==> src/rtl/gpu_mem_pkg.sv <==
// Shared definitions for the GPU memory-side arbitration blocks.
//   arb_state_t          : DRAM arbiter FSM state encoding
//   ARB_NUM_REQ_DEFAULT  : default number of requesters on the DRAM port
//   PERF_CNT_WIDTH       : width of each per-requester grant counter
package gpu_mem_pkg;

  typedef enum logic [1:0] {
    ARB_IDLE     = 2'd0,
    ARB_ISSUE    = 2'd1,
    ARB_WAIT_RSP = 2'd2
  } arb_state_t;

  localparam int ARB_NUM_REQ_DEFAULT = 3;
  localparam int PERF_CNT_WIDTH      = 16;

endpackage

==> src/rtl/rr_arbiter.sv <==
// Combinational round-robin pick.
//   req_i     : request vector
//   ptr_i     : index with highest priority this cycle
//   gnt_o     : one-hot grant (zero when no request)
//   gnt_idx_o : index of the granted requester
//   gnt_any_o : at least one request present
module rr_arbiter #(
  parameter int NUM_REQ = 3,
  parameter int IDX_W   = 2
) (
  input  logic [NUM_REQ-1:0] req_i,
  input  logic [IDX_W-1:0]   ptr_i,
  output logic [NUM_REQ-1:0] gnt_o,
  output logic [IDX_W-1:0]   gnt_idx_o,
  output logic               gnt_any_o
);

  logic [IDX_W-1:0] cand;
  logic             found;

  // Scan starting at ptr_i and wrapping; first active request wins.
  always_comb begin
    gnt_o     = '0;
    gnt_idx_o = '0;
    cand      = '0;
    found     = 1'b0;
    for (int i = 0; i < NUM_REQ; i++) begin
      cand = IDX_W'((int'(ptr_i) + i) % NUM_REQ);
      if (!found && req_i[cand]) begin
        found        = 1'b1;
        gnt_idx_o    = cand;
        gnt_o[cand]  = 1'b1;
      end
    end
    gnt_any_o = found;
  end

endmodule

==> src/rtl/dram_arbiter.sv <==
// DRAM command arbiter: shares one AXI master command port among NUM_REQ
// requesters, one transaction outstanding at a time, round-robin fairness.
// Ports:
//   clk, rst_n                         : clock, synchronous active-low reset
//   req_valid/req_ready/req_we         : per-requester command handshake
//   req_addr/req_wdata                 : packed per-requester command fields
//   rsp_valid/rsp_rdata                : completion pulse to owner, shared data
//   m_valid/m_we/m_addr/m_wdata/m_ready: command to master engine
//   m_rsp_valid/m_rsp_rdata            : completion from master engine
//   grant_cnt                          : per-requester saturating grant counts,
//                                        present only with DRAM_ARB_PERF_EN
//
// state        | meaning
// ARB_IDLE     | no transaction; pick a winner and capture its command
// ARB_ISSUE    | presenting captured command until m_ready
// ARB_WAIT_RSP | command accepted; waiting for m_rsp_valid
module dram_arbiter
  import gpu_mem_pkg::*;
#(
  parameter int NUM_REQ    = ARB_NUM_REQ_DEFAULT,
  parameter int ADDR_WIDTH = 32,
  parameter int DATA_WIDTH = 32
) (
  input  logic                           clk,
  input  logic                           rst_n,
  input  logic [NUM_REQ-1:0]             req_valid,
  output logic [NUM_REQ-1:0]             req_ready,
  input  logic [NUM_REQ-1:0]             req_we,
  input  logic [NUM_REQ*ADDR_WIDTH-1:0]  req_addr,
  input  logic [NUM_REQ*DATA_WIDTH-1:0]  req_wdata,
  output logic [NUM_REQ-1:0]             rsp_valid,
  output logic [DATA_WIDTH-1:0]          rsp_rdata,
  output logic                           m_valid,
  output logic                           m_we,
  output logic [ADDR_WIDTH-1:0]          m_addr,
  output logic [DATA_WIDTH-1:0]          m_wdata,
  input  logic                           m_ready,
  input  logic                           m_rsp_valid,
  input  logic [DATA_WIDTH-1:0]          m_rsp_rdata
`ifdef DRAM_ARB_PERF_EN
  ,
  output logic [NUM_REQ*PERF_CNT_WIDTH-1:0] grant_cnt
`endif
);

  localparam int IDX_W = (NUM_REQ > 1) ? $clog2(NUM_REQ) : 1;
  localparam logic [IDX_W-1:0] LAST_IDX = IDX_W'(NUM_REQ - 1);

  arb_state_t state_q, state_d;

  logic [IDX_W-1:0]      last_grant_q, owner_q, rr_start, rr_idx;
  logic [NUM_REQ-1:0]    rr_gnt, rsp_valid_q;
  logic                  rr_any, accept, complete;
  logic                  we_q;
  logic [ADDR_WIDTH-1:0] addr_q;
  logic [DATA_WIDTH-1:0] wdata_q, rsp_rdata_q;

  assign rr_start = (last_grant_q == LAST_IDX) ? '0 : last_grant_q + 1'b1;

  rr_arbiter #(
    .NUM_REQ (NUM_REQ),
    .IDX_W   (IDX_W)
  ) u_rr (
    .req_i     (req_valid),
    .ptr_i     (rr_start),
    .gnt_o     (rr_gnt),
    .gnt_idx_o (rr_idx),
    .gnt_any_o (rr_any)
  );

  assign accept   = (state_q == ARB_IDLE) && rr_any;
  assign complete = (state_q == ARB_WAIT_RSP) && m_rsp_valid;

  always_ff @(posedge clk) begin
    if (!rst_n) state_q <= ARB_IDLE;
    else        state_q <= state_d;
  end

  always_comb begin
    state_d = state_q;
    case (state_q)
      ARB_IDLE:     if (rr_any)      state_d = ARB_ISSUE;
      ARB_ISSUE:    if (m_ready)     state_d = ARB_WAIT_RSP;
      ARB_WAIT_RSP: if (m_rsp_valid) state_d = ARB_IDLE;
      default:                       state_d = ARB_IDLE;
    endcase
  end

  always_comb begin
    req_ready = (state_q == ARB_IDLE) ? rr_gnt : '0;
    m_valid   = (state_q == ARB_ISSUE);
  end

  // The pointer advances on completion, not on grant, so an aborted
  // transaction leaves fairness untouched.
  always_ff @(posedge clk) begin
    if (!rst_n) begin
      last_grant_q <= LAST_IDX;
      owner_q      <= '0;
      we_q         <= 1'b0;
      addr_q       <= '0;
      wdata_q      <= '0;
      rsp_rdata_q  <= '0;
      rsp_valid_q  <= '0;
    end else begin
      rsp_valid_q <= '0;
      if (accept) begin
        owner_q <= rr_idx;
        we_q    <= req_we[rr_idx];
        addr_q  <= req_addr[rr_idx*ADDR_WIDTH +: ADDR_WIDTH];
        wdata_q <= req_wdata[rr_idx*DATA_WIDTH +: DATA_WIDTH];
      end
      if (complete) begin
        rsp_rdata_q  <= m_rsp_rdata;
        rsp_valid_q  <= NUM_REQ'(1) << owner_q;
        last_grant_q <= owner_q;
      end
    end
  end

  assign m_we      = we_q;
  assign m_addr    = addr_q;
  assign m_wdata   = wdata_q;
  assign rsp_valid = rsp_valid_q;
  assign rsp_rdata = rsp_rdata_q;

`ifdef DRAM_ARB_PERF_EN
  logic [PERF_CNT_WIDTH-1:0] cnt_q [NUM_REQ];

  always_ff @(posedge clk) begin
    if (!rst_n) begin
      for (int i = 0; i < NUM_REQ; i++) cnt_q[i] <= '0;
    end else begin
      for (int i = 0; i < NUM_REQ; i++) begin
        if (req_ready[i] && (cnt_q[i] != '1)) cnt_q[i] <= cnt_q[i] + 1'b1;
      end
    end
  end

  always_comb begin
    grant_cnt = '0;
    for (int i = 0; i < NUM_REQ; i++) begin
      grant_cnt[i*PERF_CNT_WIDTH +: PERF_CNT_WIDTH] = cnt_q[i];
    end
  end
`endif

endmodule
==> config.mk <==
export PLATFORM = sky130hd
export DESIGN_NAME = dram_arbiter
export DESIGN_NICKNAME = d
export VERILOG_FILES = /design/src/rtl/gpu_mem_pkg.sv /design/src/rtl/rr_arbiter.sv /design/src/rtl/dram_arbiter.sv
export SDC_FILE = /design/constraint.sdc
export NUM_CORES = 1
export LEC_CHECK = 0
export BUFFER_PORTS_ARGS = -buffer_cell sky130_fd_sc_hd__buf_2
export CORE_AREA = 4 4 129 131
export DETAILED_ROUTE_END_ITERATION = 12
export DIE_AREA = 0 0 133 135
export PLACE_DENSITY = 0.66
export SETUP_SLACK_MARGIN = 0.05
export SLEW_MARGIN = 40
export SYNTH_ARGS = -nofsm -noshare
export SYNTH_HDL_FRONTEND = slang
export SYNTH_SLANG_ARGS = --single-unit
==> constraint.sdc <==
create_clock -name clk -period 1.84 [get_ports clk]
set_clock_uncertainty 0.2 [all_clocks]
set_input_delay 0.276 -clock clk [delete_from_list [all_inputs] [get_ports clk]]
set_output_delay 0.276 -clock clk [all_outputs]
set_load 0.05 [all_outputs]
Yosys cells after proc, flatten, opt, wreduce, memory -nomap -nowiden
Cells that the tools add are included.

Register bits: 106. Input port bits: 234. Logic and storage cells: 73.

Add/subtract/negate cells: 3. Div/mod/pow operators: 3. $lt $le $gt $ge: 7. Equality and inequality tests: 6. Shifts and indexed selects: 3. Muxes and demuxes: 29. Bitwise gates (word level): 2. Reduce and logical (&&, ||, !) cells: 12.

Operators by type and width (count): variable part select 96 x 8 -> 32 bit (2); remainder unit 32 x 3 -> 32 bit (second input constant) (2); remainder unit 3 x 3 -> 32 bit (second input constant) (1); two-way mux 2 bit (7); < comparator 2 x 3 -> 1 bit (second input constant) (4); two-way mux 3 bit (4); two-way mux 1 bit (10); binary-select mux 1 bit (select 2 bit) (4); logical AND 1 bit (7); demux 1 bit (select 2 bit) (3); greater-or-equal comparator 2 x 1 -> 1 bit (second input constant) (3); bitwise OR 3 bit (2); one-hot mux 2 bit (3 select lines) (1); equality test 2 bit (second input constant) (2); != test 2 bit (second input constant) (2); adder 2 x 1 -> 3 bit (second input constant) (1); adder 2 x 2 -> 3 bit (second input constant) (1); AND reduction 3 bit (1); << shifter 1 x 2 -> 3 bit (first input constant) (1); adder 2 x 1 -> 2 bit (second input constant) (1); equality test 2 x 1 -> 1 bit (second input constant) (1); logical NOT 1 bit (2); logical NOT 2 bit (1); != test 2 x 1 -> 1 bit (second input constant) (1); AND reduction 2 bit (1).

Depth between registers and ports, before layout
Depth after elaboration: 14. Depth in mapped cells: 6. Depth with buffers taken out: 4.

Hierarchy
Synthesis repeated with hierarchy kept, for this count alone.

Cell total of the unflattened synthesis: 606. Area, all modules: 5320.1 um2.

By module, submodules not included: dram_arbiter (times used 1, cells each 553, area each 4972.3 um2); rr_arbiter (times used 1, cells each 53, area each 347.8 um2).

Least setup slack after synthesis
OpenSTA, ideal clock, no wires.

Kind: reg-to-reg. Start: reg last_grant_q[1]. End: reg owner_q[0]. Arrival: 2.107 ns. Data required time: 1.578 ns. Path slack: -0.530 ns. Stages on the path, launching flop included: 6. Buffers on the path: 1. Period minus slack after synthesis: 2.370 ns. Cell sequence: dfxtp_1 nand2b_2 a31oi_4 buf_6 nor3_1 o21a_1.

Cells in the longest elaborated chain, start to end: 13. Elaborated cells between the ends (all ways): 25.

Ends and longest elaborated chain: from (decl) (RTL line dram_arbiter.sv:51) `logic [IDX_W-1:0] last_grant_q, owner_q, rr_start, rr_idx;`; from (signal assigned) (RTL line dram_arbiter.sv:116) `last_grant_q <= owner_q;`; adder 2 x 1 -> 2 bit or equality test 2 bit (tied branches) (RTL line dram_arbiter.sv:58) `assign rr_start = (last_grant_q == LAST_IDX) ? '0 : last_grant_q + 1'b1;`; two-way mux 2 bit * (RTL line dram_arbiter.sv:58); parallel branches: the longest is 11 deep, another holds remainder unit 32 x 3 -> 32 bit; to (signal assigned) (RTL line dram_arbiter.sv:108) `owner_q <= rr_idx;`; to (decl) (RTL line dram_arbiter.sv:51).

Every way passes the cells marked *. The select of a mux whose other input is x is not followed. A chain may end at the register's enable or synchronous reset.

Worst setup path in the final report
Start: reg last_grant_q[0]. End: out req_ready[2].

Cells in the longest elaborated chain, start to end: 13. Elaborated cells between the ends (all ways): 41.

Ends and longest elaborated chain: adder 2 x 1 -> 2 bit or equality test 2 bit (tied branches) (RTL line dram_arbiter.sv:58); two-way mux 2 bit * (RTL line dram_arbiter.sv:58); adder 2 x 1 -> 3 bit or remainder unit 3 x 3 -> 32 bit (tied branches) (RTL line rr_arbiter.sv:28) `cand = IDX_W'((int'(ptr_i) + i) % NUM_REQ);`; remainder unit 32 x 3 -> 32 bit (tied with other cells) (RTL line rr_arbiter.sv:28); < comparator 2 x 3 -> 1 bit (not written as such) (tied with other cells) (RTL line rr_arbiter.sv:32) `gnt_o[cand] = 1'b1;`; logical AND 1 bit (not written as such) (tied with other cells) (RTL line rr_arbiter.sv:32); two-way mux 1 bit (not written as such) (tied with other cells) (RTL line rr_arbiter.sv:32); demux 1 bit (select 2 bit) (tied with other cells); bitwise OR 3 bit (no source line) or two-way mux 1 bit (tied branches); two-way mux 3 bit or logical NOT 1 bit (tied branches) (RTL line rr_arbiter.sv:29) `if (!found && req_i[cand]) begin`; bitwise OR 3 bit (no source line) or logical AND 1 bit (tied branches); two-way mux 3 bit * (RTL line rr_arbiter.sv:29); two-way mux 3 bit * (RTL line dram_arbiter.sv:90) `req_ready = (state_q == ARB_IDLE) ? rr_gnt : '0;`; to (decl) (RTL line dram_arbiter.sv:27) `output logic [NUM_REQ-1:0] req_ready,`.

Every way passes the cells marked *; elsewhere a longest branch is shown, timed or not. The select of a mux whose other input is x is not followed.

==> flow_summary.json <==
{
  "wl_per_cell_um": 17.1,
  "crit_type": "flop to output port",
  "drive_gt1_frac": 0.504,
  "synth_edf_count": 0,
  "grt_usage": 0.195,
  "portBuffers": 337,
  "endpoint": "req_ready[2]",
  "core_area_mm2": 0.0156,
  "worstHoldPathCells": 3,
  "drtPass1Iterations": 4,
  "tightest_slew_ns": 0.433,
  "synth_top_area_frac": 0.409,
  "hp-class": "primary input to flop",
  "ios": 338,
  "required_ns": 1.36,
  "netlist_instances": 556,
  "synth_most_common_cell": "nand2_1",
  "worst_hold_slack_ns": 0.0125,
  "numCtsBuffers": 9,
  "num_rows": 46,
  "num_antenna_cells": 0,
  "synth_common_cells": "136 x nand2_1, 126 x o2bb2ai_1, 106 x dfxtp_1",
  "grt_antenna_before_repair": 0,
  "reg2reg_from": "last_grant_q[0]$_SDFFE_PN0P_",
  "vias": 5715,
  "fp.dieH_um": 135,
  "drcViolationCount": 0,
  "finalSetupViolCount": 62,
  "max-vdd-ir-drop_mv": 0.475,
  "cts.path.max_buffers": 2,
  "clk_latency_ns": 0.34,
  "power_w": 0.00685,
  "slew_violations": 0,
  "synth.distinct_cells": 34,
  "dr.max_layer_used": "met4",
  "max_freq_mhz": 500,
  "cts.sinks": 106,
  "overflow": 0,
  "avgSynthCellArea_um2": 9.34,
  "period_share": 1.09,
  "power_density_mw_per_mm2": 788,
  "htreeDepth": 3,
  "syn_nets": 790,
  "max-slew-margin-rel": 0.711,
  "rr_endpoint": "m_wdata[0]$_SDFFE_PN0P_",
  "yosys_warnings": 0,
  "netlist_top_cells_area": "dfxtp_1 41%, o2bb2ai_1 21%, mux2i_1 13%, nand2_1 9.8%, a21boi_1 4.9%",
  "grt_pass1_vias": 5659,
  "drt_iter0_drc": 232,
  "critPathMaxFanout": 2,
  "wl_met1_um": 7920,
  "ff2ff_setup_slack_ns": -0.08,
  "timing.critical_path.from": "last_grant_q[0]$_SDFFE_PN0P_",
  "ys_ff_latch": 106,
  "cts_tree": "yes",
  "die-area_mm2": 0.0180,
  "viasPerCell": 4.91,
  "fp.dieW_um": 133,
  "clk_pin_slew_ns": 0.07,
  "outcome": "finished, violations left",
  "dpl.hpwl_um": 13200,
  "yosysSeqAreaShare": 0.409,
  "met3WireLength_um": 1400,
  "maxCapViolCount": 0,
  "fin_nets": 1177,
  "min_period_ns": 2.00,
  "initial_core_util": 0.333,
  "setup_ws_ns": -0.162,
  "syn-cell-area_mm2": 0.00519,
  "wirelength_um": 19900,
  "root_buffer": "clkbuf_16",
  "dominantRegCellSynth": "dfxtp_1",
  "grt_max_degree": 58,
  "hold_viol": 0,
  "arrival_ns": 1.53,
  "yosys.area.top_type": "dfxtp_1",
  "final_cells": 1164,
  "cp-end-kind": "output port",
  "fin_area_mm2": 0.00870,
  "grt_pass1_wl_um": 28500,
  "wl_met2_um": 10200,
  "drtAntennaViolNets": 0,
  "synthArstFlopShare": 0,
  "violations": "setup timing",
  "dpl.cell_count": 1091,
  "startpoint_type": "flop",
  "placed_area_mm2": 0.00727,
  "leakagePower_nw": 4.17,
  "syn_to_final_growth_pct": 67.6,
  "globalplace.congestion": 0.794,
  "r2r_cells": 8,
  "rsz0062_at_grt": "yes",
  "place_ws_ns": -0.00973
}
-- cell usage in the layout (no fill, tap or decap), types with 9 or more instances in the layout --
| cell type | count |
|---|---|
| clkbuf_16 | 14 |
| nand2_1 | 136 |
| dfxtp_1 | 104 |
| a21boi_1 | 34 |
| dlygate4sd3_1 | 40 |
| mux2i_1 | 55 |
| mux2i_2 | 9 |
| buf_2 | 332 |
| o2bb2ai_2 | 40 |
| o2bb2ai_1 | 82 |
| buf_6 | 14 |
| buf_4 | 26 |
-- power breakdown --
part / internal (W) / total (W) / leakage [nW] / switching [W]
sequential: 0.00247 / 0.00256 / 0.868 / 0.0000905
clock: 0.00111 / 0.00198 / 0.155 / 0.000869
combinational: 0.000903 / 0.00231 / 3.15 / 0.00141
total: 0.00449 / 0.00685 / 4.17 / 0.00237
-- through the flow --
step           setup TNS (ns)   util
6_report                -1.91  0.558
2_1_floorplan          -0.127      -
3_5_place_dp         -0.00973  0.466
3_3_place_gp                0  0.466
5_1_grt                 -5.82  0.558
4_1_cts                -0.425  0.516
-- sequential cells by signal, indices dropped and copies added (netlist names) --
name,count
m_wdata,32
last_grant_q,2
rsp_rdata,32
m_we,1
owner_q,2
state_q,2
rsp_valid,3
m_addr,32
-- repair_timing --
action / CTS / global route
hold endpoints to repair: 37 / 0
cloned: 0 / 7
pin swaps: 3 / 10
endpoints found under the setup margin: 19 / 64
setup buffers: 4 / 6
hold buffers: 40 / 0
resized for setup: 11 / 85
-- kinds of logic after synthesis --
group | Yosys count | synth area share
compound gates | 167 | 0.277
simple gates | 161 | 0.130
flops | 106 | 0.409
mux | 65 | 0.125
buf+inv | 57 | 0.0588
-- metal layers --
metal  GRT usage  vias up
met5           0        -
met4      0.0647        0
met3      0.0522       29
met2       0.353      210
met1       0.223     2674
li1            -     2802
-- worst min path at each step --
stage	startpoint	to
finish	req_addr[27]	m_addr[27]$_SDFFE_PN0P_
global route	req_wdata[47]	m_wdata[15]$_SDFFE_PN0P_
CTS	req_wdata[54]	m_wdata[22]$_SDFFE_PN0P_
detailed placement	rsp_rdata[14]$_SDFFE_PN0P_	rsp_rdata[14]$_SDFFE_PN0P_
global placement	rsp_rdata[20]$_SDFFE_PN0P_	rsp_rdata[20]$_SDFFE_PN0P_
floorplan	m_rsp_rdata[0]	rsp_rdata[0]$_SDFFE_PN0P_
-- cell type report --
type / instances / area (µm²)
fillers: 1396 / 6900
flip-flops and latches: 106 / 2120
multi-input cells: 393 / 3190
clock buffers: 14 / 294
inverters: 3 / 15.0
well taps: 216 / 270
clock inverters: 2 / 17.5
repair buffers: 430 / 2790
-- critical path, stage by stage, from the launching register on --
cell        delay (ns)
dfxtp_2           0.33
and2b_2           0.24
a2bb2oi_4         0.15
or2_4             0.25
clkinvlp_4        0.08
buf_8             0.14
Power figures use the tool's default switching activity.
